### config.mk
export PLATFORM = sky130hd
export DESIGN_NAME = rr_grant_scheduler
export DESIGN_NICKNAME = d
export VERILOG_FILES = /design/src/rtl/rr_pkg.sv /design/src/rtl/rr_priority_pick.sv /design/src/rtl/rr_grant_scheduler.sv
export SDC_FILE = /design/constraint.sdc
export NUM_CORES = 1
export LEC_CHECK = 0
export CORE_AREA = 2 2 57 72
export CTS_BUF_LIST = sky130_fd_sc_hd__clkbuf_8
export CTS_CLUSTER_DIAMETER = 120
export DETAILED_ROUTE_END_ITERATION = 16
export DIE_AREA = 0 0 59 74
export PLACE_DENSITY_LB_ADDON = 0.15
export SLEW_MARGIN = 20
export SYNTH_ARGS = -nofsm -noshare
export SYNTH_HDL_FRONTEND = slang
export SYNTH_HIERARCHICAL = 1
export SYNTH_SLANG_ARGS = --single-unit
### constraint.sdc
create_clock -name clk -period 2.9 [get_ports clk]
set_input_delay 0.58 -clock clk [delete_from_list [all_inputs] [get_ports clk]]
set_output_delay 0.58 -clock clk [all_outputs]
set_load 0.01 [all_outputs]
### src/rtl/rr_pkg.sv
// Shared types and helpers for the round-robin grant scheduler.
package rr_pkg;

  typedef enum logic [1:0] {
    IDLE    = 2'b00,
    GRANT   = 2'b01,
    RELEASE = 2'b10
  } rr_state_t;

  function automatic int idx_w(input int n);
    return (n <= 1) ? 1 : $clog2(n);
  endfunction

endpackage

### src/rtl/rr_priority_pick.sv
// Combinational priority encoder that scans req upward from ptr, wrapping N-1 -> 0.
module rr_priority_pick
  import rr_pkg::*;
#(
  parameter int N  = 3,
  parameter int IW = idx_w(N)
) (
  input  logic [N-1:0]  req,
  input  logic [IW-1:0] ptr,
  output logic          valid,
  output logic [IW-1:0] idx,
  output logic [N-1:0]  onehot
);

  int p;

  always_comb begin
    valid  = 1'b0;
    idx    = '0;
    onehot = '0;
    p      = 0;
    for (int i = 0; i < N; i++) begin
      p = (int'(ptr) + i) % N;
      if (!valid && req[p]) begin
        valid     = 1'b1;
        idx       = IW'(p);
        onehot[p] = 1'b1;
      end
    end
  end

endmodule

### src/rtl/rr_grant_scheduler.sv
// Tenure-based round-robin scheduler: holds a one-hot grant until done, go drop
// or hold expiry, then spends one RELEASE cycle before re-arbitrating.
module rr_grant_scheduler
  import rr_pkg::*;
#(
  parameter int N        = 3,
  parameter int MAX_HOLD = 8,
  parameter int IW       = idx_w(N)
) (
  input  logic          clk,
  input  logic          rst_n,
  input  logic [N-1:0]  go,
  input  logic [N-1:0]  done,
  output logic [N-1:0]  get,
  output logic [IW-1:0] grant_id,
  output logic          busy,
  output logic          timeout
);

  localparam int HW = $clog2(MAX_HOLD + 1);

  rr_state_t     state_q, state_d;
  logic [IW-1:0] ptr_q, ptr_d;
  logic [HW-1:0] hold_cnt_q, hold_cnt_d;
  logic [N-1:0]  get_q, get_d;
  logic [IW-1:0] grant_id_q, grant_id_d;
  logic          busy_q, busy_d;
  logic          timeout_q, timeout_d;

  logic          pick_valid;
  logic [IW-1:0] pick_idx;
  logic [N-1:0]  pick_onehot;

  rr_priority_pick #(.N(N), .IW(IW)) u_pick (
    .req    (go),
    .ptr    (ptr_q),
    .valid  (pick_valid),
    .idx    (pick_idx),
    .onehot (pick_onehot)
  );

  always_comb begin
    state_d    = state_q;
    ptr_d      = ptr_q;
    hold_cnt_d = hold_cnt_q;
    get_d      = get_q;
    grant_id_d = grant_id_q;
    busy_d     = busy_q;
    timeout_d  = 1'b0;
    case (state_q)
      GRANT: begin
        // done wins over a simultaneous hold expiry, so timeout stays low there
        if (done[grant_id_q] || !go[grant_id_q] ||
            hold_cnt_q == HW'(MAX_HOLD - 1)) begin
          state_d   = RELEASE;
          timeout_d = !(done[grant_id_q] || !go[grant_id_q]);
          ptr_d     = (grant_id_q == IW'(N - 1)) ? '0 : grant_id_q + 1'b1;
          get_d     = '0;
          busy_d    = 1'b0;
        end else begin
          hold_cnt_d = hold_cnt_q + 1'b1;
        end
      end
      default: begin
        if (pick_valid) begin
          state_d    = GRANT;
          get_d      = pick_onehot;
          grant_id_d = pick_idx;
          busy_d     = 1'b1;
          hold_cnt_d = '0;
        end else begin
          state_d = IDLE;
          get_d   = '0;
          busy_d  = 1'b0;
        end
      end
    endcase
  end

  always_ff @(posedge clk or negedge rst_n) begin
    if (!rst_n) begin
      state_q    <= IDLE;
      ptr_q      <= '0;
      hold_cnt_q <= '0;
      get_q      <= '0;
      grant_id_q <= '0;
      busy_q     <= 1'b0;
      timeout_q  <= 1'b0;
    end else begin
      state_q    <= state_d;
      ptr_q      <= ptr_d;
      hold_cnt_q <= hold_cnt_d;
      get_q      <= get_d;
      grant_id_q <= grant_id_d;
      busy_q     <= busy_d;
      timeout_q  <= timeout_d;
    end
  end

  assign get      = get_q;
  assign grant_id = grant_id_q;
  assign busy     = busy_q;
  assign timeout  = timeout_q;

endmodule

After elaboration in Yosys (flattened, before gate mapping) --
Index checks and enable logic that the tools add are counted.
Storage, ports and cells: register bits 15, bits in latches 0, RAM bits 0, bits in read-only memories 0, bits of input ports 8, logic and storage cells 87, memories kept 0
Operators by class: add/subtract/negate cells 4, $mul 0, div/mod/pow operators 3, order comparisons 7, eq/ne operators 5, shift-type cells 0, muxes and demuxes 43, bitwise operators 3, reductions and logical operators 15
Operators by type and width (count):
- >= comparator 32 x 1 -> 1 bit (second input constant) | 3
- < comparator 32 x 4 -> 1 bit (second input constant) | 3
- modulo 32 x 3 -> 32 bit (second input constant) | 2
- modulo 3 x 3 -> 32 bit (second input constant) | 1
- 2-to-1 mux 1 bit | 20
- 2-to-1 mux 3 bit | 6
- 2-to-1 mux 2 bit | 6
- 2-to-1 mux 4 bit | 3
- binary-select mux 1 bit (select 2 bit) | 5
- demux 1 bit (select 2 bit) | 3
- OR 3 bit | 2
- AND reduction 2 bit | 3
- logical AND 1 bit | 5
- adder 4 x 1 -> 4 bit (second input constant) | 1
- equality test 4 x 3 -> 1 bit (second input constant) | 1
- zero test 1 bit | 4
- inequality test 2 bit (second input constant) | 2
- adder 2 x 1 -> 3 bit (second input constant) | 1
- adder 2 x 2 -> 3 bit (second input constant) | 1
- < comparator 2 x 3 -> 1 bit (second input constant) | 1
- adder 2 x 1 -> 2 bit (second input constant) | 1
- equality test 2 x 1 -> 1 bit (second input constant) | 1
- equality test 2 bit (second input constant) | 1
- logical OR 1 bit | 2
- 2 further kinds | 2

Longest topological paths before layout --
Gate-level depths: netlist of the first run.
word-level depth 13, depth in mapped cells 10

Cells and area by module --
The synthesis of the first run kept the hierarchy.
Modules (own cells, without submodules):
- rr_grant_scheduler | times used 1, cells an instance 63, area an instance 713.2 um2, seq. area each 350.3 um2
- rr_priority_pick | times used 1, cells an instance 43, area an instance 310.3 um2, seq. area each 0.0 um2

Worst setup path before layout of the first run --
Ideal clock, no wire load.
path kind register -> register, start register ptr_q[1], end register hold_cnt_q[0], library setup time 0.073 ns, arrival time 2.461 ns, required time 2.827 ns, slack 0.366 ns, stages on the path, launching flop included 11, buffers on the path 2, path through dfrtp_1 -> inv_1 -> ha_1 -> buf_6 -> mux2_4 -> mux2_4 -> or4_1 -> and2_1 -> clkbuf_1 -> or2_4 -> a21oi_2
Between the ends: cells in the longest elaborated chain, start to end 13
Ends and longest elaborated chain:
- from (decl) | RTL line rr_grant_scheduler.sv:23 | logic [IW-1:0] ptr_q, ptr_d;
- from (signal assigned) | RTL line rr_grant_scheduler.sv:91 | ptr_q <= ptr_d;
- parallel branches: the longest is 10 deep, another holds modulo 32 x 3 -> 32 bit
- 2-to-1 mux 1 bit * | RTL line rr_priority_pick.sv:24 | if (!valid && req[p]) begin
- named net pick_valid | RTL line rr_grant_scheduler.sv:30 | logic pick_valid;
- nonzero test 2 bit (no source line) *
- AND reduction 2 bit (no source line) *
- to (signal assigned) | RTL line rr_grant_scheduler.sv:92 | hold_cnt_q <= hold_cnt_d;
- to (decl) | RTL line rr_grant_scheduler.sv:24 | logic [HW-1:0] hold_cnt_q, hold_cnt_d;
Mark *: on every way through the listed nets, which the timed path passes. The select of a mux whose other input is x is not followed. A chain may end at the register's enable or synchronous reset.

Worst setup path in the final report of the first run --
Ends and elaborated chain as after synthesis.

==> results.ini, run 1 <==
[floorplan]
std_cell_rows=25
core_mm2=0.003691
dieArea_mm2=0.004366
start_util_pct=27.73
die_h_um=74
die_w_um=59
io_pins=15

[finish]
area_delta_synth_final_pct=25.31
layout-drive-gt1-share_pct=16.00
num_antenna_cells=0
layout.nets=139

[global_route]
grt_pass1_vias=912
grt_max_degree=15
gr-total-overflow=0
grt_pass1_wl_um=4209
antenna_found_initial=0
grt_usage_pct=12.62

[power]
power_mw=1.354
ir_drop_v=0.0004232
power_density_mw_per_mm2=1056
p_leak_nw=0.5484

[logic_synthesis]
synth.distinct_cells=41
yosys_warnings=6
netlist_instances=106
synth.most_common_cell=dfrtp_1
ys_top_cells_by_area=dfrtp_1 (34%), ha_1 (6.1%), a21oi_1 (5.4%), mux2i_1 (3.9%), a22o_1 (3.4%)
synth_largest_area_cell=dfrtp_1
synth_seq_cells=14
postSynthAreaPerCell_um2=9.655
synth_edf_count=0
syn-num-nets=119
synthTopCellsByCount=dfrtp_1 (14), a21oi_1 (11), inv_1 (8), nand3_1 (6), o21ai_0 (6)
synth-seq-area-share_pct=34.23
yosys_most_used_dff=dfrtp_1
yosys.area.top_type_share_pct=34.23
async_flop_share_pct=100.0
syn_area_mm2=0.001023

[setup_path]
cp.buffers_inverters=1
arrival_ns=2.81
path_cells=inv_1 -> ha_1 -> mux2_4 -> mux2_4 -> or4_1 -> and2_1 -> or2_4 -> a21oi_2
required_ns=3.08
cp_max_fo=7
cp_slowest_stage_delay_ns=0.51
cpMostUsedCell=mux2_4
path_class=reg2reg
startpoint_type=flip-flop
slowest_stage=or4_1
endpoint_kind=flip-flop
cp_top_family=simple AND/OR/NAND/NOR gates

[sta]
hold_viol_final=0
tightest_slew_ns=0.6584
min_period_ns=2.633
clock.fmax_mhz=379.8
grt_setup_unrepaired=no
period_share_pct=90.79
fin_skew_ns=0.005583
relSlewSlack_pct=55.97
setup_tns_ns=0
drv_slew=0
finalSetupViolCount=0

[clocking]
cts_buffers=3
h-tree-depth=1
cts_tree=built
hold_buffers=0
cts_root_buffer=clkbuf_8
clockBufferDepth=2
cts_resized=0
clock_sinks=14
clock_latency_ns=0.25
postCtsSetupBuffers=0
clkTransAtPathRegs_ns=0.07

[run_status]
outcome=finished clean

[placed_design]
portBuffers=14
gp_congestion=0.8472
post-dp-hpwl_um=1879

[detailed_routing]
vias=859
viasPerCell=5.206
drt_iter0_markers=6
drc=0
first_pass_iters=4
wl_per_cell_um=14.21
routed_wl_um=2345
antenna_left=0

[job]
maxCapViolCount=0

[worst_hold_path]
hp-class=reg2reg

-- final timing paths --
kind | start | endpoint | cells past startpoint | slack (ns)
max in group asynchronous | rst_n | grant_id[1] | 1 | 1.74
min in group asynchronous | rst_n | ptr_q[1] | 1 | 0.73
min | get[2] | get[2] | 1 | 0.51
min reg2reg | get[2] | get[2] | 1 | 0.51
max | ptr_q[1] | hold_cnt_q[0] | 8 | 0.27
max reg2reg | ptr_q[1] | hold_cnt_q[0] | 8 | 0.27
-- cell families (layout without fill, tap and decap cells) --
group / after synthesis / in the layout / synth area share, %
adder cells (fa/ha/maj): 5 / 5 / 6.112
AND/OR/NAND/NOR: 34 / 34 / 21.88
buffers and inverters: 12 / 31 / 5.257
flip-flops: 14 / 14 / 34.23
multiplexers: 8 / 8 / 9.047
AO/OA/AOI/OAI: 33 / 33 / 23.47
-- state kept, by name, indices dropped and copies added, names as in the netlist --
register / count
hold_cnt_q: 4
state_q: 2
ptr_q: 2
grant_id: 2
timeout: 1
get: 3
-- through the flow --
stage | area (µm²) | instances | util (%) | hold WS [ns] | setup slack, ns
detailed placement | 1227 | 161 | 33.25 | 0.4888 | 0.04932
floorplan | 1023 | 106 | - | 0.2844 | 0.3655
finish | 1282 | 165 | 34.75 | 0.5100 | 0.2671
CTS | 1282 | 165 | 34.75 | 0.5115 | 0.2320
global route | 1282 | 165 | 34.75 | 0.5366 | 0.08370
global placement | 1227 | 161 | 33.25 | 0.4996 | 0.1275
-- cell type report --
class	instances	area (µm²)
fill	383	2409
multi-input combinational	80	619.3
sequential	14	350.3
timing repair buffer	19	177.7
clock buffer	4	55.05
tap	40	50.05
inverter	8	30.03
-- cell usage in the layout (no fill, tap or decap), types with 2 or more instances in the layout --
cell type / n
nand3b_1: 2
nor2_1: 5
nand2_1: 2
a21oi_1: 11
dfrtp_1: 14
buf_4: 5
mux2_2: 2
mux2i_1: 4
o32a_1: 2
nand3_1: 6
ha_1: 5
a22o_1: 4
o21ai_0: 6
clkdlybuf4s50_1: 14
nor4b_1: 2
inv_1: 8
mux2_4: 2
nand2b_1: 5
clkbuf_8: 4
-- metal layers --
layer / GRT usage, % / vias to the layer above / share of wire (%)
li1: - / 433 / -
met1: 14.91 / 416 / 44
met2: 22.72 / 8 / 54
met3: 1.043 / 2 / 0.85
met4: 6.061 / 0 / 1.4
met5: 0 / - / 0
-- report_power, final --
| group | internal (mW) | total [mW] | switching (mW) |
|---|---|---|---|
| clock network | 0.120 | 0.195 | 0.0743 |
| registers | 0.268 | 0.337 | 0.0697 |
| logic | 0.408 | 0.822 | 0.414 |
| total | 0.796 | 1.35 | 0.558 |
(Power assumes the default switching activity.)
==> run 2, diff against run 1 <==
--- a/config.mk
+++ b/config.mk
@@ -5,11 +5,11 @@
 export SDC_FILE = /design/constraint.sdc
 export NUM_CORES = 1
 export LEC_CHECK = 0
-export CORE_AREA = 2 2 57 72
+export CORE_AREA = 8 8 63 78
 export CTS_BUF_LIST = sky130_fd_sc_hd__clkbuf_8
 export CTS_CLUSTER_DIAMETER = 120
 export DETAILED_ROUTE_END_ITERATION = 16
-export DIE_AREA = 0 0 59 74
+export DIE_AREA = 0 0 71 86
 export PLACE_DENSITY_LB_ADDON = 0.15
 export SLEW_MARGIN = 20
 export SYNTH_ARGS = -nofsm -noshare
==> run 2 against run 1 <==
Net effect: register-to-register slack about the same; sequential power is essentially flat; utilization stayed put; critical endpoint unchanged; clock power hardly changed; flip-flop and latch count did not move; power up 0.89%; worst setup slack worse by 0.0046 ns; largest power group unchanged; routed wire length up 6.0%.
==> results.ini, run 2 (synthesized netlist as in run 1, its figures left out) <==
[detailed_routing]
drc=0  ; unchanged
routed-wl-met2_um=1284  ; +2.1%
dr.max_layer_used=met4
wl_met3_um=69  ; +250%
drt_iter0_markers=33  ; +27
antenna_left=0  ; unchanged
viasPerCell=5.370  ; +3.1%
routed_wl_um=2486  ; +6.0%
first_pass_iters=4  ; unchanged
route.layer.met1.wl_um=1079  ; +4.5%
wl_per_cell_um=15.07  ; +6.0%
vias=886  ; +3.1%

[sta]
setup_tns_ns=0  ; unchanged
finalSetupViolCount=0  ; unchanged
drv_slew=0  ; unchanged
grt_setup_unrepaired=no
hold_viol_final=0  ; unchanged
tightest_slew_ns=0.6461  ; -0.01234 ns
clock.fmax_mhz=379.1  ; -0.18%
fin_skew_ns=0.005483  ; -0.00009936 ns
period_share_pct=90.95  ; +0.16 points
min_period_ns=2.638  ; +0.004631 ns
relSlewSlack_pct=56.79  ; +0.83 points
worst_slack_ns=0.2625  ; -0.004631 ns

[global_route]
grt_max_degree=15  ; unchanged
grt_usage_pct=8.588  ; -4.0 points
gr-total-overflow=0  ; unchanged
antenna_found_initial=0  ; unchanged
grt_pass1_vias=891  ; -2.3%
grt_pass1_wl_um=4243  ; +0.81%

[power]
power_density_mw_per_mm2=1065  ; +0.89%
p_leak_nw=0.5484  ; unchanged
power_mw=1.366  ; +0.89%
ir_drop_v=0.0004140  ; -2.2%

[finish]
area_delta_synth_final_pct=25.31  ; unchanged
final_cell_mix=dfrtp_1 (14), clkdlybuf4s50_1 (14), a21oi_1 (11)
largest-register=hold_cnt_q
num_antenna_cells=0  ; unchanged
largest_register_ffs=4  ; unchanged
layout.nets=139  ; unchanged
layout-drive-gt1-share_pct=16.00  ; unchanged

[clocking]
clock_sinks=14  ; unchanged
h-tree-depth=1  ; unchanged
cts_root_buffer=clkbuf_8
clkTransAtPathRegs_ns=0.06  ; about the same
postCtsSetupBuffers=0  ; unchanged
cts_buffers=3  ; unchanged
hold_buffers=0  ; unchanged
cts_resized=0  ; unchanged
clock_latency_ns=0.25  ; about the same
clockBufferDepth=2  ; unchanged
cts_tree=built

[placed_design]
post-dp-hpwl_um=1940  ; +3.3%
portBuffers=14  ; unchanged
dpl_worst_slack_ns=0.05600  ; +0.006675 ns
gp_congestion=0.8197  ; -3.2%

[worst_hold_path]
hold_end=get[2]
worstHoldStart=get[2]
whs_path_depth=1  ; unchanged
hp-class=reg2reg

[run_status]
outcome=finished clean

[setup_path]
slowest_stage=or4_1
arrival_ns=2.81  ; about the same
r2r-end=hold_cnt_q[0]
reg2reg_from=ptr_q[1]
path_cells=inv_1 -> ha_1 -> mux2_4 -> mux2_4 -> or4_1 -> and2_1 -> or2_4 -> a21oi_2
cpMostUsedCell=mux2_4
required_ns=3.08  ; about the same
rr_worst_depth=8  ; unchanged
ff2ff_setup_slack_ns=0.26  ; about the same
cp_max_fo=7  ; unchanged
cp_slowest_stage_delay_ns=0.50  ; about the same
endpoint_kind=flip-flop
startpoint_type=flip-flop
path_class=reg2reg

[floorplan]
start_util_pct=27.73  ; unchanged
std_cell_rows=25  ; unchanged
core_mm2=0.003691  ; unchanged
dieArea_mm2=0.006106  ; +40%
io_pins=15  ; unchanged
die_h_um=86  ; +16%
die_w_um=71  ; +20%

[job]
maxCapViolCount=0  ; unchanged

==> run 2: cell counts in the layout (fill, tap and decap cells not counted) <==
No cell type changed its count.
==> run 2: worst max-delay path: cells and delay by family, from the launching register on <==
kind	cells	cell delay, ns
flops	1	0.43
compound gates	1	0.12
fa+ha+maj	1	0.27
buf+inv	1	0.09
simple gates	3	1.03
mux	2	0.61
==> run 2: per-layer routing <==
metal | vias up | GRT usage [%]
met4 | 0 | 5.123
met2 | 16 | 15.64
met5 | - | 0
met1 | 430 | 9.183
li1 | 436 | -
met3 | 4 | 1.050
==> run 2: layout make-up <==
type,count,area (µm²)
clock buffer,4,55.05
sequential,14,350.3
timing repair buffer,19,177.7
inverter,8,30.03
multi-input combinational,80,619.3
tap,40,50.05
fill,380,2409
==> run 2: where the power goes <==
group          total (mW)  internal, mW  switching, mW
registers           0.338         0.268         0.0701
logic               0.835         0.409          0.426
clock network       0.193         0.120         0.0731
total                1.37         0.797          0.569
==> run 2: stage by stage <==
stage	utilization (%)	std cells	instance area, µm²	hold WS (ns)
3_5_place_dp	33.25	161	1227	0.5010
4_1_cts	34.75	165	1282	0.5202
5_1_grt	34.75	165	1282	0.5392
3_3_place_gp	33.25	161	1227	0.4995
2_1_floorplan	-	106	1023	0.2844
6_report	34.75	165	1282	0.5133
==> run 2: how the worst max path moves through the flow <==
stage	startpoint	endpoint	cells past startpoint
6_report	ptr_q[1]	hold_cnt_q[0]	8
5_1_grt	ptr_q[1]	hold_cnt_q[0]	8
4_1_cts	ptr_q[1]	hold_cnt_q[0]	8
3_5_place_dp	go[0]	hold_cnt_q[0]	7
3_3_place_gp	go[0]	hold_cnt_q[0]	7
2_1_floorplan	ptr_q[1]	hold_cnt_q[0]	10
==> run 3, diff against run 2 <==
--- a/config.mk
+++ b/config.mk
@@ -5,11 +5,11 @@
 export SDC_FILE = /design/constraint.sdc
 export NUM_CORES = 1
 export LEC_CHECK = 0
-export CORE_AREA = 8 8 63 78
+export CORE_AREA = 2 2 57 72
 export CTS_BUF_LIST = sky130_fd_sc_hd__clkbuf_8
 export CTS_CLUSTER_DIAMETER = 120
 export DETAILED_ROUTE_END_ITERATION = 16
-export DIE_AREA = 0 0 71 86
+export DIE_AREA = 0 0 59 74
 export PLACE_DENSITY_LB_ADDON = 0.15
 export SLEW_MARGIN = 20
 export SYNTH_ARGS = -nofsm -noshare
==> results of run 3 <==
No change in the layout: final DEF, timing and power equal those of run 1.
